==> config.mk <==
export PLATFORM = sky130hd
export DESIGN_NAME = instr_encoder
export DESIGN_NICKNAME = d
export VERILOG_FILES = /design/src/rtl/rv_isa_pkg.sv /design/src/rtl/instr_pack.sv /design/src/rtl/instr_encoder.sv
export SDC_FILE = /design/constraint.sdc
export NUM_CORES = 1
export LEC_CHECK = 0
export CORE_ASPECT_RATIO = 1.5
export CORE_MARGIN = 2
export CORE_UTILIZATION = 47
export DETAILED_ROUTE_END_ITERATION = 6
export DONT_BUFFER_PORTS = 1
export SLEW_MARGIN = 20
export SYNTH_ARGS = -nofsm -noshare
export SYNTH_HDL_FRONTEND = slang
export SYNTH_SLANG_ARGS = --single-unit
==> constraint.sdc <==
create_clock -name clk -period 6.3 [get_ports clk]
set_clock_uncertainty 0.1 [all_clocks]
set_input_delay 0.63 -clock clk [delete_from_list [all_inputs] [get_ports clk]]
set_output_delay 0.63 -clock clk [all_outputs]
set_load 0.01 [all_outputs]
==> src/rtl/rv_isa_pkg.sv <==
// rv_isa_pkg: RV32I encoding constants shared by the instruction encoder and
// the control unit's decode path.
//   fmt_e       - instruction format selector carried on req_fmt (values 6/7 are illegal)
//   OP_*        - 7-bit major opcodes
//   ERR_*       - err_code values reported by instr_encoder
package rv_isa_pkg;

  typedef enum logic [2:0] {
    FMT_R = 3'd0,
    FMT_I = 3'd1,
    FMT_S = 3'd2,
    FMT_B = 3'd3,
    FMT_U = 3'd4,
    FMT_J = 3'd5
  } fmt_e;

  localparam logic [6:0] OP_REG    = 7'b0110011;
  localparam logic [6:0] OP_IMM    = 7'b0010011;
  localparam logic [6:0] OP_LOAD   = 7'b0000011;
  localparam logic [6:0] OP_JALR   = 7'b1100111;
  localparam logic [6:0] OP_STORE  = 7'b0100011;
  localparam logic [6:0] OP_BRANCH = 7'b1100011;
  localparam logic [6:0] OP_LUI    = 7'b0110111;
  localparam logic [6:0] OP_AUIPC  = 7'b0010111;
  localparam logic [6:0] OP_JAL    = 7'b1101111;

  localparam logic [1:0] ERR_NONE  = 2'd0;
  localparam logic [1:0] ERR_FMT   = 2'd1;
  localparam logic [1:0] ERR_OPC   = 2'd2;
  localparam logic [1:0] ERR_RANGE = 2'd3;

endpackage

==> src/rtl/instr_pack.sv <==
// instr_pack: combinational RV32I field packer and legality checker.
//   fmt/opcode/func3/func7/rd/rs1/rs2/imm - decoded instruction fields
//   word - packed 32-bit machine word (only meaningful when ok)
//   ok   - request is legal and may be written
//   code - ERR_* reason; priority is format, then opcode, then immediate range
module instr_pack
  import rv_isa_pkg::*;
(
  input  logic [2:0]  fmt,
  input  logic [6:0]  opcode,
  input  logic [2:0]  func3,
  input  logic [6:0]  func7,
  input  logic [4:0]  rd,
  input  logic [4:0]  rs1,
  input  logic [4:0]  rs2,
  input  logic [31:0] imm,
  output logic [31:0] word,
  output logic        ok,
  output logic [1:0]  code
);

  logic fmt_ok;
  logic opc_ok;
  logic rng_ok;
  logic is_shift;
  logic fits12;
  logic fits13;
  logic fits21;

  // A signed value fits N bits when every bit from N-1 upward equals the sign.
  assign fits12 = (imm[31:11] == '0) || (imm[31:11] == '1);
  assign fits13 = (imm[31:12] == '0) || (imm[31:12] == '1);
  assign fits21 = (imm[31:20] == '0) || (imm[31:20] == '1);

  assign is_shift = (opcode == OP_IMM) && ((func3 == 3'b001) || (func3 == 3'b101));

  always_comb begin
    fmt_ok = 1'b1;
    opc_ok = 1'b0;
    rng_ok = 1'b1;
    word   = '0;
    case (fmt_e'(fmt))
      FMT_R: begin
        opc_ok = (opcode == OP_REG);
        word   = {func7, rs2, rs1, func3, rd, opcode};
      end
      FMT_I: begin
        opc_ok = (opcode == OP_IMM) || (opcode == OP_LOAD) || (opcode == OP_JALR);
        if (is_shift) begin
          // shamt lives in imm[4:0]; the upper word bits select SRLI/SRAI.
          rng_ok = (imm[31:5] == '0);
          word   = {func7, imm[4:0], rs1, func3, rd, opcode};
        end else begin
          rng_ok = fits12;
          word   = {imm[11:0], rs1, func3, rd, opcode};
        end
      end
      FMT_S: begin
        opc_ok = (opcode == OP_STORE);
        rng_ok = fits12;
        word   = {imm[11:5], rs2, rs1, func3, imm[4:0], opcode};
      end
      FMT_B: begin
        opc_ok = (opcode == OP_BRANCH);
        rng_ok = fits13 && !imm[0];
        word   = {imm[12], imm[10:5], rs2, rs1, func3, imm[4:1], imm[11], opcode};
      end
      FMT_U: begin
        opc_ok = (opcode == OP_LUI) || (opcode == OP_AUIPC);
        rng_ok = (imm[11:0] == '0);
        word   = {imm[31:12], rd, opcode};
      end
      FMT_J: begin
        opc_ok = (opcode == OP_JAL);
        rng_ok = fits21 && !imm[0];
        word   = {imm[20], imm[10:1], imm[11], imm[19:12], rd, opcode};
      end
      default: begin
        fmt_ok = 1'b0;
      end
    endcase

    if (!fmt_ok) begin
      code = ERR_FMT;
    end else if (!opc_ok) begin
      code = ERR_OPC;
    end else if (!rng_ok) begin
      code = ERR_RANGE;
    end else begin
      code = ERR_NONE;
    end
    ok = (code == ERR_NONE);
  end

endmodule

==> src/rtl/instr_encoder.sv <==
// instr_encoder: streaming RV32I encoder writing packed words into
// instruction memory at an auto-incrementing byte address.
//   clk, rst_n (sync, active-low), clr (sync soft clear, highest priority)
//   req_*  - decoded fields in, valid/ready handshake
//   wr_*   - one-entry output register towards instruction memory
//   err    - one-cycle pulse after a rejected request
//   err_code - reason of the last rejection, held
//   n_words  - saturating count of words written
module instr_encoder
  import rv_isa_pkg::*;
#(
  parameter int unsigned       ADDR_W    = 32,
  parameter logic [ADDR_W-1:0] BASE_ADDR = '0
) (
  input  logic              clk,
  input  logic              rst_n,
  input  logic              clr,
  input  logic              req_valid,
  output logic              req_ready,
  input  logic [2:0]        req_fmt,
  input  logic [6:0]        req_opcode,
  input  logic [2:0]        req_func3,
  input  logic [6:0]        req_func7,
  input  logic [4:0]        req_rd,
  input  logic [4:0]        req_rs1,
  input  logic [4:0]        req_rs2,
  input  logic [31:0]       req_imm,
  output logic              wr_valid,
  input  logic              wr_ready,
  output logic [ADDR_W-1:0] wr_addr,
  output logic [31:0]       wr_data,
  output logic              err,
  output logic [1:0]        err_code,
  output logic [15:0]       n_words
);

  logic [31:0] pk_word;
  logic        pk_ok;
  logic [1:0]  pk_code;
  logic        accept;
  logic        write;

  instr_pack u_pack (
    .fmt    (req_fmt),
    .opcode (req_opcode),
    .func3  (req_func3),
    .func7  (req_func7),
    .rd     (req_rd),
    .rs1    (req_rs1),
    .rs2    (req_rs2),
    .imm    (req_imm),
    .word   (pk_word),
    .ok     (pk_ok),
    .code   (pk_code)
  );

  assign req_ready = rst_n && !clr && (!wr_valid || wr_ready);
  assign accept    = req_valid && req_ready;
  assign write     = wr_valid && wr_ready;

  always_ff @(posedge clk) begin
    if (!rst_n) begin
      wr_valid <= 1'b0;
      wr_addr  <= BASE_ADDR;
      wr_data  <= '0;
      err      <= 1'b0;
      err_code <= ERR_NONE;
      n_words  <= '0;
    end else if (clr) begin
      wr_valid <= 1'b0;
      wr_addr  <= BASE_ADDR;
      err      <= 1'b0;
      err_code <= ERR_NONE;
      n_words  <= '0;
    end else begin
      err <= 1'b0;
      if (write) begin
        wr_valid <= 1'b0;
        wr_addr  <= wr_addr + ADDR_W'(4);
        if (n_words != 16'hFFFF) begin
          n_words <= n_words + 16'd1;
        end
      end
      // Acceptance implies the register is empty or drains this cycle, so a
      // legal word may overwrite the write-clear above; a rejection leaves it.
      if (accept) begin
        if (pk_ok) begin
          wr_valid <= 1'b1;
          wr_data  <= pk_word;
        end else begin
          err      <= 1'b1;
          err_code <= pk_code;
        end
      end
    end
  end

endmodule

* Yosys cells after proc, flatten, opt, wreduce, memory -nomap -nowiden
Index checks and enable logic that the tools add are counted.
Cells by class: add/sub/neg operators 2, equal/unequal tests 20, multiplexer cells 13, bitwise gates (word level) 4, reductions and logical operators 31
Operators by type and width (number):
- case mux 32 bit (6 select lines) | 1
- adder 32 x 3 -> 32 bit, second input constant | 1
- 2-to-1 mux 32 bit | 1
- logical NOT 27 bit | 1
- logical NOT 12 bit | 2
- == test 21 bit, second input constant | 1
- == test 7 x 6 -> 1 bit, second input constant | 3
- == test 7 bit, second input constant | 3
- logical NOT 21 bit | 1
- == test 20 bit, second input constant | 1
- logical NOT 20 bit | 1
- adder 16 x 1 -> 16 bit, second input constant | 1
- inequality test 16 bit, second input constant | 1
- == test 7 x 5 -> 1 bit, second input constant | 2
- == test 12 bit, second input constant | 1
- == test 3 bit, second input constant | 3
- logical OR 1 bit | 8
- == test 7 x 2 -> 1 bit, second input constant | 1
- logical AND 1 bit | 7
- == test 3 x 1 -> 1 bit, second input constant | 2
- == test 3 x 2 -> 1 bit, second input constant | 2
- 2-to-1 mux 1 bit | 6
- 2-to-1 mux 2 bit | 3
- case mux 1 bit (6 select lines) | 1
- other kinds (10) | 16
Storage, ports and cells: bits in registers 84, input bits 72, output and inout port bits 85, logic and storage cells 76

* Longest topological paths before layout
depth in word-level cells 11, depth in mapped cells 14, mapped depth without buffers 10

* Hierarchy
A second synthesis with hierarchy kept.
Unflattened totals: cell total of the unflattened synthesis 544, area total of the unflattened synthesis 4385.5 um2
By module, submodules not included:
- instr_encoder | instances 1, cells an instance 395, area an instance 3452.1 um2, sequential area each 1641.6 um2
- instr_pack | instances 1, cells an instance 149, area an instance 933.4 um2, sequential area each 0.0 um2

* Worst setup path before layout
No wires, ideal clock.
kind input to register, start input port req_fmt[1], end register wr_data[2], setup time 72 ps, arrival time 2779 ps, data required time 6128 ps, slack 3349 ps, stages 14, path buffers 4, cell sequence buf_2 > nor2b_1 > buf_2 > nand2_1 > inv_1 > ha_1 > nor4bb_1 > nand4_1 > a21oi_1 > a311o_1 > o211a_1 > buf_6 > buf_12 > mux2i_1
Between the ends: word-level cells in the longest chain between the ends 7, elaborated cells on any way between the ends 16, classes of those cells eq/ne (5); mux (7); reduce/logical (4)
RTL lines:
- start: declaration | line instr_encoder.sv:20 | input logic [2:0] req_fmt,
- == test 3 bit, or another cell as far along | line instr_pack.sv:42 | case (fmt_e'(fmt))
- case mux 1 bit (5 select lines) | line instr_pack.sv:42
- 2-to-1 mux 2 bit | line instr_pack.sv:87 | end else if (!rng_ok) begin
- 2-to-1 mux 2 bit | line instr_pack.sv:85 | end else if (!opc_ok) begin
- 2-to-1 mux 2 bit | line instr_pack.sv:83 | if (!fmt_ok) begin
- logical NOT 2 bit | line instr_pack.sv:92 | ok = (code == ERR_NONE);
- AND reduction 3 bit (no line)
- end signal: assignment | line instr_encoder.sv:89 | wr_data <= pk_word;
- end: declaration | line instr_encoder.sv:31 | output logic [31:0] wr_data,
Several ways; a longest one is shown, not always the timed one. A chain may end at the register's enable or synchronous reset.

* Worst setup path in the final report
start input port req_fmt[2], end register wr_data[15]
The elaborated chain is that of the path after synthesis.

==> impl_metrics.tcl <==
set metrics [dict create \
    yosysSeqAreaShare_pct 37.6 \
    final_area_mm2 0.00464 \
    crit_type "in2reg" \
    synth_largest_area_cell "dfxtp_1" \
    coreArea_mm2 0.00915 \
    hold_depth 2 \
    syn_to_final_growth_pct 6.31 \
    die_area_mm2 0.0101 \
    synth.top_cell.area_share_pct 37.6 \
    dp_hpwl_um 8270 \
    ir_worst_vdd_uv 170 \
    period_needed_ns 3.33 \
    hold_viol 0 \
    drive_above_1_share_pct 4.64 \
    reg2reg_depth 6 \
    period_share_pct 52.9 \
    muxShareOfSynthArea_pct 7.86 \
    setup_viol 0 \
    num_rows 43 \
    drt_iter0_drc 120 \
    routed-wl-met2_um 5950 \
    via_count 3727 \
    synth_common_cells "dfxtp_1, nand2_1, nor2_1" \
    top_layer_used "met4" \
    n_antenna_cell 0 \
    grt_pass1_vias 3611 \
    synthDistinctLibCells 54 \
    htreeDepth 3 \
    start_util_pct 47.7 \
    regToRegEndpoint "wr_addr[25]$_SDFFE_PP0P_" \
    clk_pin_slew_ns 0.06 \
    postCtsSetupRepairBufs 0 \
    grt_pass1_wl_um 17200 \
    report.final.slew_viol_count 0 \
    p_per_area_mw_per_mm2 239 \
    synth_area_leaders "dfxtp_1, mux2i_1, nand2_1, nor2_1, xnor2_1" \
    holdBufCountCts 0 \
    worstMarginPinSlew_ns 1.03 \
    avgSynthCellArea_um2 8.23 \
    setup_tns_ns 0 \
    via_per_inst 5.93 \
    synthSimpleGateAreaFrac_pct 26.5 \
    synthFlopType "dfxtp_1" \
    crit_fanout 33 \
    syn_area_mm2 0.00436 \
    fin_util_pct 50.7 \
    synth_xor_area_share_pct 7.03 \
    wl_per_cell_um 17.9 \
    cp_data_required_time_ns 6.46 \
    drv_cap 0 \
    synthCells 530 \
    port-buffer-count 0 \
    r2r_slack_ns 3.85 \
    fillerInstances 904 \
    numCtsBuffers 9 \
    clock.fmax_mhz 300 \
    holdCritStartpoint "rst_n" \
    hold_class "in2reg" \
    yosysMostFrequentCell "dfxtp_1" \
    synth_async_sr_flop_share_pct 0 \
    slew_headroom_pct 31.0 \
    die_w_um 82.7 \
    wl_um 11200 \
    synth_top_family_by_area "simple AND/OR/NAND/NOR gates" \
    die_h_um 122 \
    boundaryPins 157 \
    overflow 0 \
    postRouteAntennaNets 0 \
    nets 588 \
    yosys_register_bits 82 \
    insertion_delay_ns 0.34 \
    drc 0 \
    clock_path_buffers 2 \
    synth-edff-count 0 \
    grt_use_total_pct 22.2 \
    p_leak_nw 1.48 \
    antenna_found_initial 0 \
    root_buffer "clkbuf_16" \
    rsz0062_at_grt "no" \
    grt_max_degree 65 \
    synth_compound_area_share_pct 14.3 \
    tritoncts "built" \
    wl_met3_um 898 \
    yosysWarningCount 0 \
    placed_cell_area_mm2 0.00433 \
    met1_length_um 4190 \
    cts.sinks 82 \
    ctsResizeCount 0 \
    status "finished, final reports clean" \
    crit_path_end_kind "flop" \
    place.gp.congestion 0.860 \
    synth-adder-area-share_pct 1.15 \
    r2r_start "wr_addr[11]$_SDFFE_PP0P_" \
    min_to "wr_data[14]$_SDFFE_PN0P_" \
    critPathLaunchType "input pin" \
    crit_arrival_ns 3.50 \
    drt-pass1-iter-count 4 \
]
==> flip-flops by register name, summed over array words and instances (netlist names) <==
signal    count
wr_data      32
n_words      16
err           1
err_code      2
wr_valid      1
wr_addr      30
==> cell families (layout without fill, tap and decap cells) <==
group	after synthesis	in the layout
AO/OA/AOI/OAI	89	89
XOR/XNOR	35	35
adder cells (fa/ha/maj)	4	4
buffers and inverters	45	31
flip-flops	82	82
multiplexers	34	34
other	1	2
AND/OR/NAND/NOR	240	240
==> report_power, final <==
part	internal (mW)	switching [mW]
registers	0.519	0.00139
clock network	0.310	0.224
logic	0.0235	0.0309
total	0.852	0.256
==> cell type report <==
| cell class | count | area (um^2) | area share (%) |
|---|---|---|---|
| clock buffer | 9 | 225 | 4.86 |
| clock inverter | 7 | 76.3 | 1.65 |
| inverter | 15 | 56.3 | 1.21 |
| multi-input combinational | 404 | 2500 | 53.9 |
| sequential | 82 | 1640 | 35.4 |
| tap | 112 | 140 | 3.02 |
==> routing by layer <==
metal | vias to the layer above | global-route usage, %
li1 | 1851 | -
met1 | 1744 | 22.9
met2 | 117 | 40.5
met3 | 15 | 7.19
met4 | 0 | 8.61
met5 | - | 0
==> worst max-delay path, stage by stage <==
cell and delay, ns:
nor2b_1 0.58, nand2_1 0.19, inv_1 0.14, ha_1 0.24, nor4bb_1 0.37, nand4_1 0.14
a21oi_1 0.22, a311o_1 0.16, o211a_4 0.56, mux2i_1 0.26
==> worst max path at each step <==
stage	cells after the start	to	startpoint	slack, ns
CTS	10	wr_data[15]$_SDFFE_PN0P_	req_fmt[2]	2.59
floorplan	14	wr_data[2]$_SDFFE_PN0P_	req_fmt[1]	3.35
global route	10	wr_data[5]$_SDFFE_PN0P_	req_fmt[2]	2.74
detailed placement	10	wr_data[15]$_SDFFE_PN0P_	req_fmt[2]	2.22
finish	10	wr_data[15]$_SDFFE_PN0P_	req_fmt[2]	2.97
global placement	10	wr_data[17]$_SDFFE_PN0P_	req_fmt[2]	2.37
==> cell usage in the layout, fill, tap and decap left out, types with 2 or more instances in the layout <==
master | netlist | routed
a211oi_1 | 2 | 2
a21oi_1 | 19 | 19
a22o_1 | 13 | 13
a22oi_1 | 11 | 11
a311oi_1 | 2 | 2
a31oi_1 | 3 | 3
a32o_1 | 6 | 6
and2_1 | 4 | 4
and3_1 | 5 | 5
and3b_1 | 2 | 2
and4_1 | 3 | 3
clkbuf_16 | 0 | 9
clkinvlp_4 | 0 | 2
conb_1 | 1 | 2
dfxtp_1 | 82 | 82
ha_1 | 4 | 4
inv_1 | 15 | 15
inv_6 | 0 | 2
mux2_2 | 2 | 2
mux2i_1 | 32 | 32
nand2_1 | 80 | 80
nand2b_1 | 5 | 4
nand3_1 | 21 | 21
nand3b_1 | 2 | 2
nand4_1 | 14 | 14
nor2_1 | 56 | 56
nor2b_1 | 3 | 3
nor3_1 | 13 | 13
nor4_1 | 13 | 13
o21a_1 | 3 | 3
o21ai_0 | 18 | 18
o221ai_1 | 2 | 2
o31a_1 | 2 | 2
or3_1 | 12 | 12
xnor2_1 | 21 | 21
xor2_1 | 14 | 14
==> per-stage QoR <==
step	cells	setup WS, ns	hold slack (ns)	total power, mW
global placement	613	2.37	0.394	0.586
global route	629	2.74	0.327	1.15
floorplan	531	3.35	0.379	0.586
detailed placement	613	2.22	0.397	0.587
finish	629	2.97	0.338	1.11
CTS	629	2.59	0.312	1.12
Power figures use the tool's default switching activity.
